File: src/rtl/hash_match_stage.sv
// hash_match_stage: last stage of the lookup pipeline.
// Compares the delayed query key against every way of the bucket word. Hit/miss
// results go into a first-word-fall-through FIFO. The FIFO stalls the upstream
// delay lines through pipe_en_o. Saturating hit/miss statistics are also kept.
// Ports:
//   clk, reset        clock, synchronous active-high reset
//   in_valid, in_key  delayed query aligned with mem_rdata
//   mem_rdata         WAYS x {valid, key, value}, way i at [(i+1)*ENTRY_W-1 -: ENTRY_W]
//   pipe_en_o         1 = stage can accept a query (upstream write enable)
//   out_valid/ready   result handshake; out_* show the FIFO head, 0 when empty
//   out_hit, out_multi, out_way, out_key, out_value  result fields
//   stat_clr          clears hit_cnt/miss_cnt (wins over a coincident push)
//   hit_cnt, miss_cnt saturating statistics counters
module hash_match_stage #(
    parameter int unsigned KEY_WIDTH   = 32,
    parameter int unsigned VALUE_WIDTH = 32,
    parameter int unsigned WAYS        = 4,
    parameter int unsigned DEPTH       = 4
) (
    input  logic                                          clk,
    input  logic                                          reset,
    input  logic                                          in_valid,
    input  logic [KEY_WIDTH-1:0]                          in_key,
    input  logic [WAYS*(1+KEY_WIDTH+VALUE_WIDTH)-1:0]     mem_rdata,
    output logic                                          pipe_en_o,
    output logic                                          out_valid,
    input  logic                                          out_ready,
    output logic                                          out_hit,
    output logic                                          out_multi,
    output logic [((WAYS > 1) ? $clog2(WAYS) : 1)-1:0]    out_way,
    output logic [KEY_WIDTH-1:0]                          out_key,
    output logic [VALUE_WIDTH-1:0]                        out_value,
    input  logic                                          stat_clr,
    output logic [31:0]                                   hit_cnt,
    output logic [31:0]                                   miss_cnt
);

    localparam int unsigned ENTRY_W = 1 + KEY_WIDTH + VALUE_WIDTH;
    localparam int unsigned WAY_W   = (WAYS > 1) ? $clog2(WAYS) : 1;
    localparam int unsigned PTR_W   = $clog2(DEPTH);
    localparam int unsigned CNT_W   = PTR_W + 1;
    localparam int unsigned RES_W   = 2 + WAY_W + KEY_WIDTH + VALUE_WIDTH;

    logic [ENTRY_W-1:0]     way_entry [WAYS];
    logic [WAYS-1:0]        match;
    logic                   cmp_hit;
    logic                   cmp_multi;
    logic [WAY_W-1:0]       cmp_way;
    logic [VALUE_WIDTH-1:0] cmp_value;

    logic [RES_W-1:0]       fifo_mem [DEPTH];
    logic [PTR_W-1:0]       wr_ptr;
    logic [PTR_W-1:0]       rd_ptr;
    logic [CNT_W-1:0]       count;
    logic [RES_W-1:0]       head;
    logic                   push;
    logic                   pop;

    // Per-way compare; first match wins, any further match flags multi.
    always_comb begin
        match     = '0;
        cmp_hit   = 1'b0;
        cmp_multi = 1'b0;
        cmp_way   = '0;
        cmp_value = '0;
        for (int i = 0; i < int'(WAYS); i++) begin
            way_entry[i] = mem_rdata[i*ENTRY_W +: ENTRY_W];
            match[i]     = way_entry[i][ENTRY_W-1] &&
                           (way_entry[i][ENTRY_W-2 -: KEY_WIDTH] == in_key);
            if (match[i]) begin
                if (cmp_hit) begin
                    cmp_multi = 1'b1;
                end else begin
                    cmp_hit   = 1'b1;
                    cmp_way   = WAY_W'(i);
                    cmp_value = way_entry[i][VALUE_WIDTH-1:0];
                end
            end
        end
    end

    // Accept only from the registered occupancy, so out_ready never reaches pipe_en_o.
    assign pipe_en_o = (count < CNT_W'(DEPTH));
    assign out_valid = (count != '0);
    assign push      = in_valid && pipe_en_o;
    assign pop       = out_valid && out_ready;

    // Result storage needs no reset: the head is masked while the FIFO is empty.
    always_ff @(posedge clk) begin
        if (push) begin
            fifo_mem[wr_ptr] <= {cmp_hit, cmp_multi, cmp_way, in_key, cmp_value};
        end
    end

    // FIFO pointers and occupancy; pointers wrap naturally since DEPTH is a power of 2.
    always_ff @(posedge clk) begin
        if (reset) begin
            wr_ptr <= '0;
            rd_ptr <= '0;
            count  <= '0;
        end else begin
            if (push) begin
                wr_ptr <= wr_ptr + PTR_W'(1);
            end
            if (pop) begin
                rd_ptr <= rd_ptr + PTR_W'(1);
            end
            case ({push, pop})
                2'b10:   count <= count + CNT_W'(1);
                2'b01:   count <= count - CNT_W'(1);
                default: count <= count;
            endcase
        end
    end

    // Head presentation, forced to zero when empty.
    assign head      = fifo_mem[rd_ptr];
    assign out_hit   = out_valid & head[RES_W-1];
    assign out_multi = out_valid & head[RES_W-2];
    assign out_way   = out_valid ? head[VALUE_WIDTH+KEY_WIDTH +: WAY_W] : '0;
    assign out_key   = out_valid ? head[VALUE_WIDTH +: KEY_WIDTH] : '0;
    assign out_value = out_valid ? head[VALUE_WIDTH-1:0] : '0;

    // Statistics count accepted queries; a clear beats a coincident push.
    always_ff @(posedge clk) begin
        if (reset || stat_clr) begin
            hit_cnt  <= '0;
            miss_cnt <= '0;
        end else if (push) begin
            if (cmp_hit) begin
                if (hit_cnt != 32'hFFFF_FFFF) begin
                    hit_cnt <= hit_cnt + 32'd1;
                end
            end else begin
                if (miss_cnt != 32'hFFFF_FFFF) begin
                    miss_cnt <= miss_cnt + 32'd1;
                end
            end
        end
    end

endmodule

File: config.mk
export PLATFORM = sky130hd
export DESIGN_NAME = hash_match_stage
export DESIGN_NICKNAME = d
export VERILOG_FILES = /design/src/rtl/hash_match_stage.sv
export SDC_FILE = /design/constraint.sdc
export NUM_CORES = 1
export LEC_CHECK = 0
export ABC_AREA = 1
export BUFFER_PORTS_ARGS = -buffer_cell sky130_fd_sc_hd__buf_4
export CORE_MARGIN = 2
export CORE_UTILIZATION = 40
export CTS_CLUSTER_SIZE = 30
export DETAILED_ROUTE_END_ITERATION = 8
export HOLD_SLACK_MARGIN = 0.05
export SLEW_MARGIN = 25
export SYNTH_ARGS = -nofsm -noshare
export SYNTH_HDL_FRONTEND = slang
export SYNTH_SLANG_ARGS = --single-unit
File: constraint.sdc
create_clock -name clk -period 5.41 [get_ports clk]
set_clock_uncertainty 0.05 [all_clocks]
set_input_delay 1.082 -clock clk [delete_from_list [all_inputs] [get_ports clk]]
set_output_delay 1.082 -clock clk [all_outputs]
set_load 0.03 [all_outputs]
After elaboration in Yosys (flattened, before gate mapping)
Memory sizes are Yosys's and may differ from the RTL's. A register that Yosys moved wholly into a read port is not among the register bits.
Cells that the tools add are included.
{"block": "word_totals", "regBits": 71, "ramBits": 272, "input_bits": 297, "out_inout_bits": 134, "elab_cells": 66, "memories": 1}
{"name": "fifo_mem", "words": 4, "word_bits": 68, "rd": 1, "rd_ports_with_merged_regs": 1, "wr": 1, "line_no": "51", "rtl": "logic [RES_W-1:0] fifo_mem [DEPTH];"}
{"block": "classes", "n_addsub": 6, "order_cmp": 1, "n_eq_ne": 8, "n_mux": 31, "n_bitwise": 3, "reduce_logical": 11}
{"operator": "$mux W32", "count": 9}
{"operator": "$eq A32 B32 Y1", "count": 4}
{"operator": "$add A32 B1 Y32 const B", "count": 2}
{"operator": "$ne A32 B32 Y1 const B", "count": 2}
{"operator": "$mux W1", "count": 14}
{"operator": "$mux W2", "count": 7}
{"operator": "$logic_and A1 B1 Y1", "count": 6}
{"operator": "$pmux W3 S2", "count": 1}
{"operator": "$reduce_and A3 Y1", "count": 2}
{"operator": "$add A2 B1 Y2 const B", "count": 2}
{"operator": "$add A3 B1 Y3 const B", "count": 1}
{"operator": "$lt A3 B3 Y1 const B", "count": 1}
{"operator": "$reduce_bool A3 Y1", "count": 1}
{"operator": "$sub A3 B1 Y3 const B", "count": 1}
{"operator": "$and A1 B1 Y1", "count": 2}
{"operator": "$eq A2 B1 Y1 const B", "count": 1}
{"operator": "$eq A2 B2 Y1 const B", "count": 1}
{"operator": "$reduce_bool A2 Y1", "count": 1}
{"operator": "$logic_or A1 B1 Y1", "count": 1}
{"operator": "$not A1 Y1", "count": 1}

Longest topological paths before layout
Gate-level depths: netlist of the first run.
{"block": "logic_depth", "word_depth": 9, "depth_mapped": 16, "ltp_nobuf": 15}

Least setup slack after synthesis of the first run
OpenSTA, ideal clock, no wires.
{"block": "synth_path", "path_type": "input to register", "start": "in in_valid", "end": "mem fifo_mem[0][0] (netlist name), enable pin", "setup_time_ns": 0.495, "arrival_ns": 4.252, "required_ns": 4.865, "slack_ns": 0.613, "cell_stages": 2, "path_buffers": 0, "path_cell_list": "nand2_1 -> nor2_1"}
{"block": "synth_via", "elab_chain_cells": 3}
{"item": "start, declared", "line_no": "22", "rtl": "input logic in_valid,"}
{"item": "$logic_and A1 B1 Y1", "line_no": "85", "rtl": "assign push = in_valid && pipe_en_o;"}
{"item": "$mux W1", "line_no": "90", "rtl": "if (push) begin"}
{"item": "$mux W1 (implied by the code)", "line_no": "91", "rtl": "fifo_mem[wr_ptr] <= {cmp_hit, cmp_multi, cmp_way, in_key, cmp_value};"}
{"item": "end, declared", "line_no": "51"}
No other way between the ends.

==> flow_summary.toml, run 1 <==
[timing]
whs_ns = 0.440
min_period_ns = 4.44
final.setup.tns_ns = 0
period_share = 0.821
hold_viol_final = 0
setup_viol = 0
slew_viol_final = 0
max-slew-margin-rel = 0.349
max_freq_mhz = 225
rsz0062_at_grt = "false"
worstMarginPinSlew_ns = 0.977

[cts]
cts_resized = 0
post_cts_buffers = 0
cts_tree = "built"
clock_sinks = 345
postCtsHoldBufs = 0
clkLatencyLatePin_ns = 0.56
ctsHtreeMaxLevel = 2
cts.root.buffer_cell = "clkbuf_16"
cts.clk_slew.worst_paths_ns = 0.06
cts_buffers = 39
clock_path_buffers = 3

[global_routing]
grt_pass1_vias = 17700
grt_max_degree = 83
grt_overflow_total = 0
grtUsageTotal = 0.281
grt_antenna_before_repair = 1
grt_pass1_wl_um = 108000

[layout]
fin_nets = 3169
drive_gt1_frac = 0.217
n_antenna_cell = 0
multi_input_area_um2 = 8560
synthToLayoutAreaGrowth_pct = 25.8
seq_area_um2 = 9630
utilization = 0.506
fin_area_um2 = 24600
fillCellCount = 4711

[synthesis]
synth_cell_types = 41
syn-num-nets = 2781
yosys_warnings = 0
syn_inst = 2476
synth_area_um2 = 19600
ys_seq_elements = 345
synth-seq-area-share = 0.492
syn_avg_cell_area_um2 = 7.91

[routing]
totalWireLength_um = 72600
num_vias = 18500
vias_per_cell = 5.26
drt-wirelength-per-cell_um = 20.7
drtIter0Drc = 1459
ant_nets = 0
dr.pass1.iters = 7
drc = 0

[power_and_ir_drop]
ir_drop_v = 0.000351
leakagePower_nw = 10.3
p_per_area_nw_per_um2 = 367

[placement]
placed_area_um2 = 23300
dpl.hpwl_um = 54100
gp_congestion = 1.06
port_buffers = 430

[floorplanning]
die_width_um = 225
core_region_area_um2 = 48600
initial_core_util = 0.402
fp-row-count = 81
pin_count = 431
dieArea_um2 = 50700
die_y_um = 225

[hold_path]
worstHoldStart = "miss_cnt[31]"
holdPathEnd = "miss_cnt[31]"
hold_depth = 2
hp-class = "flip-flop to flip-flop"

[setup_path]
crit_path_start_kind = "flip-flop"
r2r_end = "miss_cnt[10]"
r2r_cells = 14
r2r-start = "miss_cnt[1]"
worstPathRequired_ns = 4.28
r2r_slack_ns = 2.42
arrival_ns = 3.31
path_class = "flip-flop to output port"
path_max_fanout = 66
worstSetupEndpointType = "output port"

[flow_run]
cap_violations = 0

[outcome]
status = "complete, no violations"
## report_power, final
group / internal, mW / switching, mW
clock: 1.68 / 1.06
sequential: 3.10 / 0.0997
combinational: 0.942 / 2.15
## cells in the mapped netlist (all sizes together)
library cell,n,area [um^2]
nor4,13,81.3
nand2,597,2350
o21ai,184,921
and3,1,6.26
xnor2,54,473
buf,50,327
or2,2,12.5
and2,13,81.3
a211oi,2,15.0
nor3b,4,30.0
nand4,71,450
dfxtp,73,1460
nand3,119,621
inv,232,871
edfxtp,272,8170
nand3b,3,22.5
fa,1,20.0
xor2,40,350
nor2,484,1900
clkbuf,58,219
o21a,2,15.0
ha,7,87.6
a21oi,164,933
nor3,27,146
clkinv,3,11.3
## cells in the final DEF, fill, tap and decap left out, types with 54 or more instances in the layout
| master | count |
|---|---|
| nand2_1 | 565 |
| nor2_1 | 472 |
| buf_4 | 455 |
| edfxtp_1 | 272 |
| inv_1 | 202 |
| o21ai_0 | 178 |
| a21oi_1 | 134 |
| nand3_1 | 114 |
| dfxtp_1 | 71 |
| nand4_1 | 70 |
| xnor2_1 | 54 |
## registers in the layout (all words and copies together), names as in the netlist, named ones only
name,count
count,3
miss_cnt,32
hit_cnt,32
wr_ptr,2
fifo_mem,272
rd_ptr,2
## worst max-delay path: stages (launching register included)
cell,delay [ns]
dfxtp_4,0.74
clkinv_2,0.83
buf_4,0.56
o21ai_0,0.24
a21oi_1,0.12
buf_4,0.19
## stage by stage
step	instances	total power, mW	worst slack [ns]
2_1_floorplan	2476	5.05	0.613
3_3_place_gp	3445	6.33	1.28
3_5_place_dp	3445	6.36	1.25
4_1_cts	3515	9.12	0.881
5_1_grt	3515	9.46	0.620
6_report	3515	9.05	0.967
## layer usage
metal / global-route usage / part of all wire
met1: 0.385 / 0.43
met2: 0.455 / 0.47
met3: 0.0407 / 0.065
met4: 0.0981 / 0.035
met5: 0 / 0
## worst max path at each step
stage	endpoint	slack, ns	depth (start not counted)	start
floorplan	fifo_mem[0][0]	0.61	2	in_valid
global placement	hit_cnt[18]	1.28	13	in_key[22]
global route	out_value[31]	0.62	5	flip-flop
detailed placement	fifo_mem[0][10]	1.25	14	in_key[19]
CTS	out_value[30]	0.88	5	flip-flop
finish	out_value[13]	0.97	5	flip-flop
## layout make-up
type,instances,share of cell area
Sequential cell,345,0.391
Timing Repair Buffer,455,0.139
Tap cell,622,0.0316
Clock inverter,24,0.0135
Multi-Input combinational cell,1788,0.348
Clock buffer,46,0.0411
Inverter,235,0.0359
## logic make-up (layout without fill, tap and decap cells)
group	after synthesis	in the layout	share of synthesized area
xor+xnor	94	94	0.0421
flops	345	345	0.492
compound gates	352	352	0.0963
simple gates	1334	1334	0.291
buf+inv	343	760	0.0729
fa+ha+maj	8	8	0.00550
No activity file was read; power rests on OpenSTA's default activity.
==> run 2, diff against run 1 <==
- clock period: 5.41 -> 3.95 ns (I/O delays scaled with it)
==> run 2 against run 1 <==
Effect of this change: combinational power up 39%; highest routed layer unchanged; total power increased by 36%; via count up 0.97%.
==> flow_summary.toml, run 2 (same netlist as run 1, synthesis figures left out) <==
[cts]
postCtsHoldBufs = 0
clock_path_buffers = 3
post_cts_buffers = 0
clkLatencyLatePin_ns = 0.55
cts.root.buffer_cell = "clkbuf_16"
cts_tree = "built"
cts_resized = 0
clock_sinks = 345
ctsHtreeMaxLevel = 2
cts_buffers = 39
cts.clk_slew.worst_paths_ns = 0.06

[layout]
largest_register = "fifo_mem"
fin_nets = 3171
layout_commonest_cell = "nand2_1"
fillCellCount = 4767
layout_common_cells = "nand2_1, nor2_1, buf_4, edfxtp_1, inv_1"
stdcell_count = 3521
reg_top3 = "fifo_mem (272), hit_cnt (32), miss_cnt (32)"
drive_gt1_frac = 0.219
largest_reg_flops = 272
synthToLayoutAreaGrowth_pct = 25.9
utilization = 0.506

[global_routing]
grt_max_degree = 125
grt_pass1_vias = 17600
grt_overflow_total = 0
grt_antenna_before_repair = 5
grt_pass1_wl_um = 109000
grtUsageTotal = 0.289

[timing]
hold_viol_final = 0
max-slew-margin-rel = 0.353
max_freq_mhz = 299
min_period_ns = 3.34
final.setup.tns_ns = 0
worstMarginPinSlew_ns = 0.970
whs_ns = 0.453
rsz0062_at_grt = "false"
slew_viol_final = 0
setup_viol = 0
period_share = 0.845

[floorplanning]
die_y_um = 225
die_width_um = 225
dieArea_um2 = 50700
fp-row-count = 81
initial_core_util = 0.402
pin_count = 431
core_region_area_um2 = 48600

[flow_run]
cap_violations = 0

[setup_path]
path_class = "flip-flop to output port"
slowest_stage = "buf_4"
crit_chain = "clkinv_2 -> buf_4 -> o21ai_0 -> a21oi_1 -> buf_4"
critPathTopFamily = "buffers and inverters"
path_buf_inv = 3
path_max_fanout = 72
crit_path_start_kind = "flip-flop"
worstSetupEndpointType = "output port"
crit_top_cell = "buf_4"
worstPathRequired_ns = 3.11
arrival_ns = 2.50
max_stage_delay_ns = 0.53

[routing]
num_vias = 18700
drt-wirelength-per-cell_um = 21.4
drc = 0
drtIter0Drc = 1497
ant_nets = 0
dr.pass1.iters = 7
totalWireLength_um = 75200
vias_per_cell = 5.30

[placement]
port_buffers = 430
dpl.hpwl_um = 56000
gp_congestion = 0.969
dp_cells = 3447

[hold_path]
hp-class = "flip-flop to flip-flop"

[power_and_ir_drop]
ir_drop_v = 0.000337
leakagePower_nw = 10.3
p_per_area_nw_per_um2 = 499

[outcome]
status = "complete, no violations"
run 2: cell count changes in the layout (fill, tap and decap cells not counted), sizes merged:
cell,change
diode,+5
clkbuf,+3
inv,+1
bufinv,-4
clkinv,-3
clkinvlp,+2
buf,+2
run 2: per-layer routing:
layer  GRT usage  vias up  part of all wire
met5           0        -                 0
met4      0.0968        0             0.033
met3      0.0476      122             0.069
met2       0.465      729              0.47
met1       0.396     8901              0.43
li1            -     8916                 -
run 2: worst paths after layout:
kind                                    from  slack (ns)  cells after the start            to
worst max-delay path               flip-flop        0.61                      5   out_key[25]
worst min-delay path            miss_cnt[31]        0.45                      2  miss_cnt[31]
worst max register to register   miss_cnt[1]        1.16                     13  miss_cnt[28]
worst min register to register  miss_cnt[31]        0.45                      2  miss_cnt[31]
run 2: layout make-up:
cell class              instances  area (um^2)  share of cell area
flip-flops and latches        345         9630               0.391
multi-input cells            1788         8550               0.347
repair buffers                457         3470               0.141
clock buffers                  49         1110              0.0449
inverters                     235          883              0.0359
well taps                     622          778              0.0316
clock inverters                20          203             0.00823
diodes                          5         12.5            0.000508
run 2: power by group:
group / total (mW) / switching, mW / internal (mW)
logic: 4.29 / 3.00 / 1.30
registers: 4.34 / 0.0922 / 4.25
clock network: 3.67 / 1.47 / 2.19
run 2: worst min-delay path: cells and delay by family (launching register included):
family	cells	cell delay, ns
flops	1	0.34
simple gates	1	0.08
compound gates	1	0.04
run 2: through the flow:
step	setup WS [ns]	total power, mW	instance area (um^2)
floorplan	-0.555	6.92	19600
global placement	0.482	8.70	23300
detailed placement	0.418	8.72	23300
CTS	0.593	12.4	24600
global route	0.443	12.8	24600
finish	0.611	12.3	24600
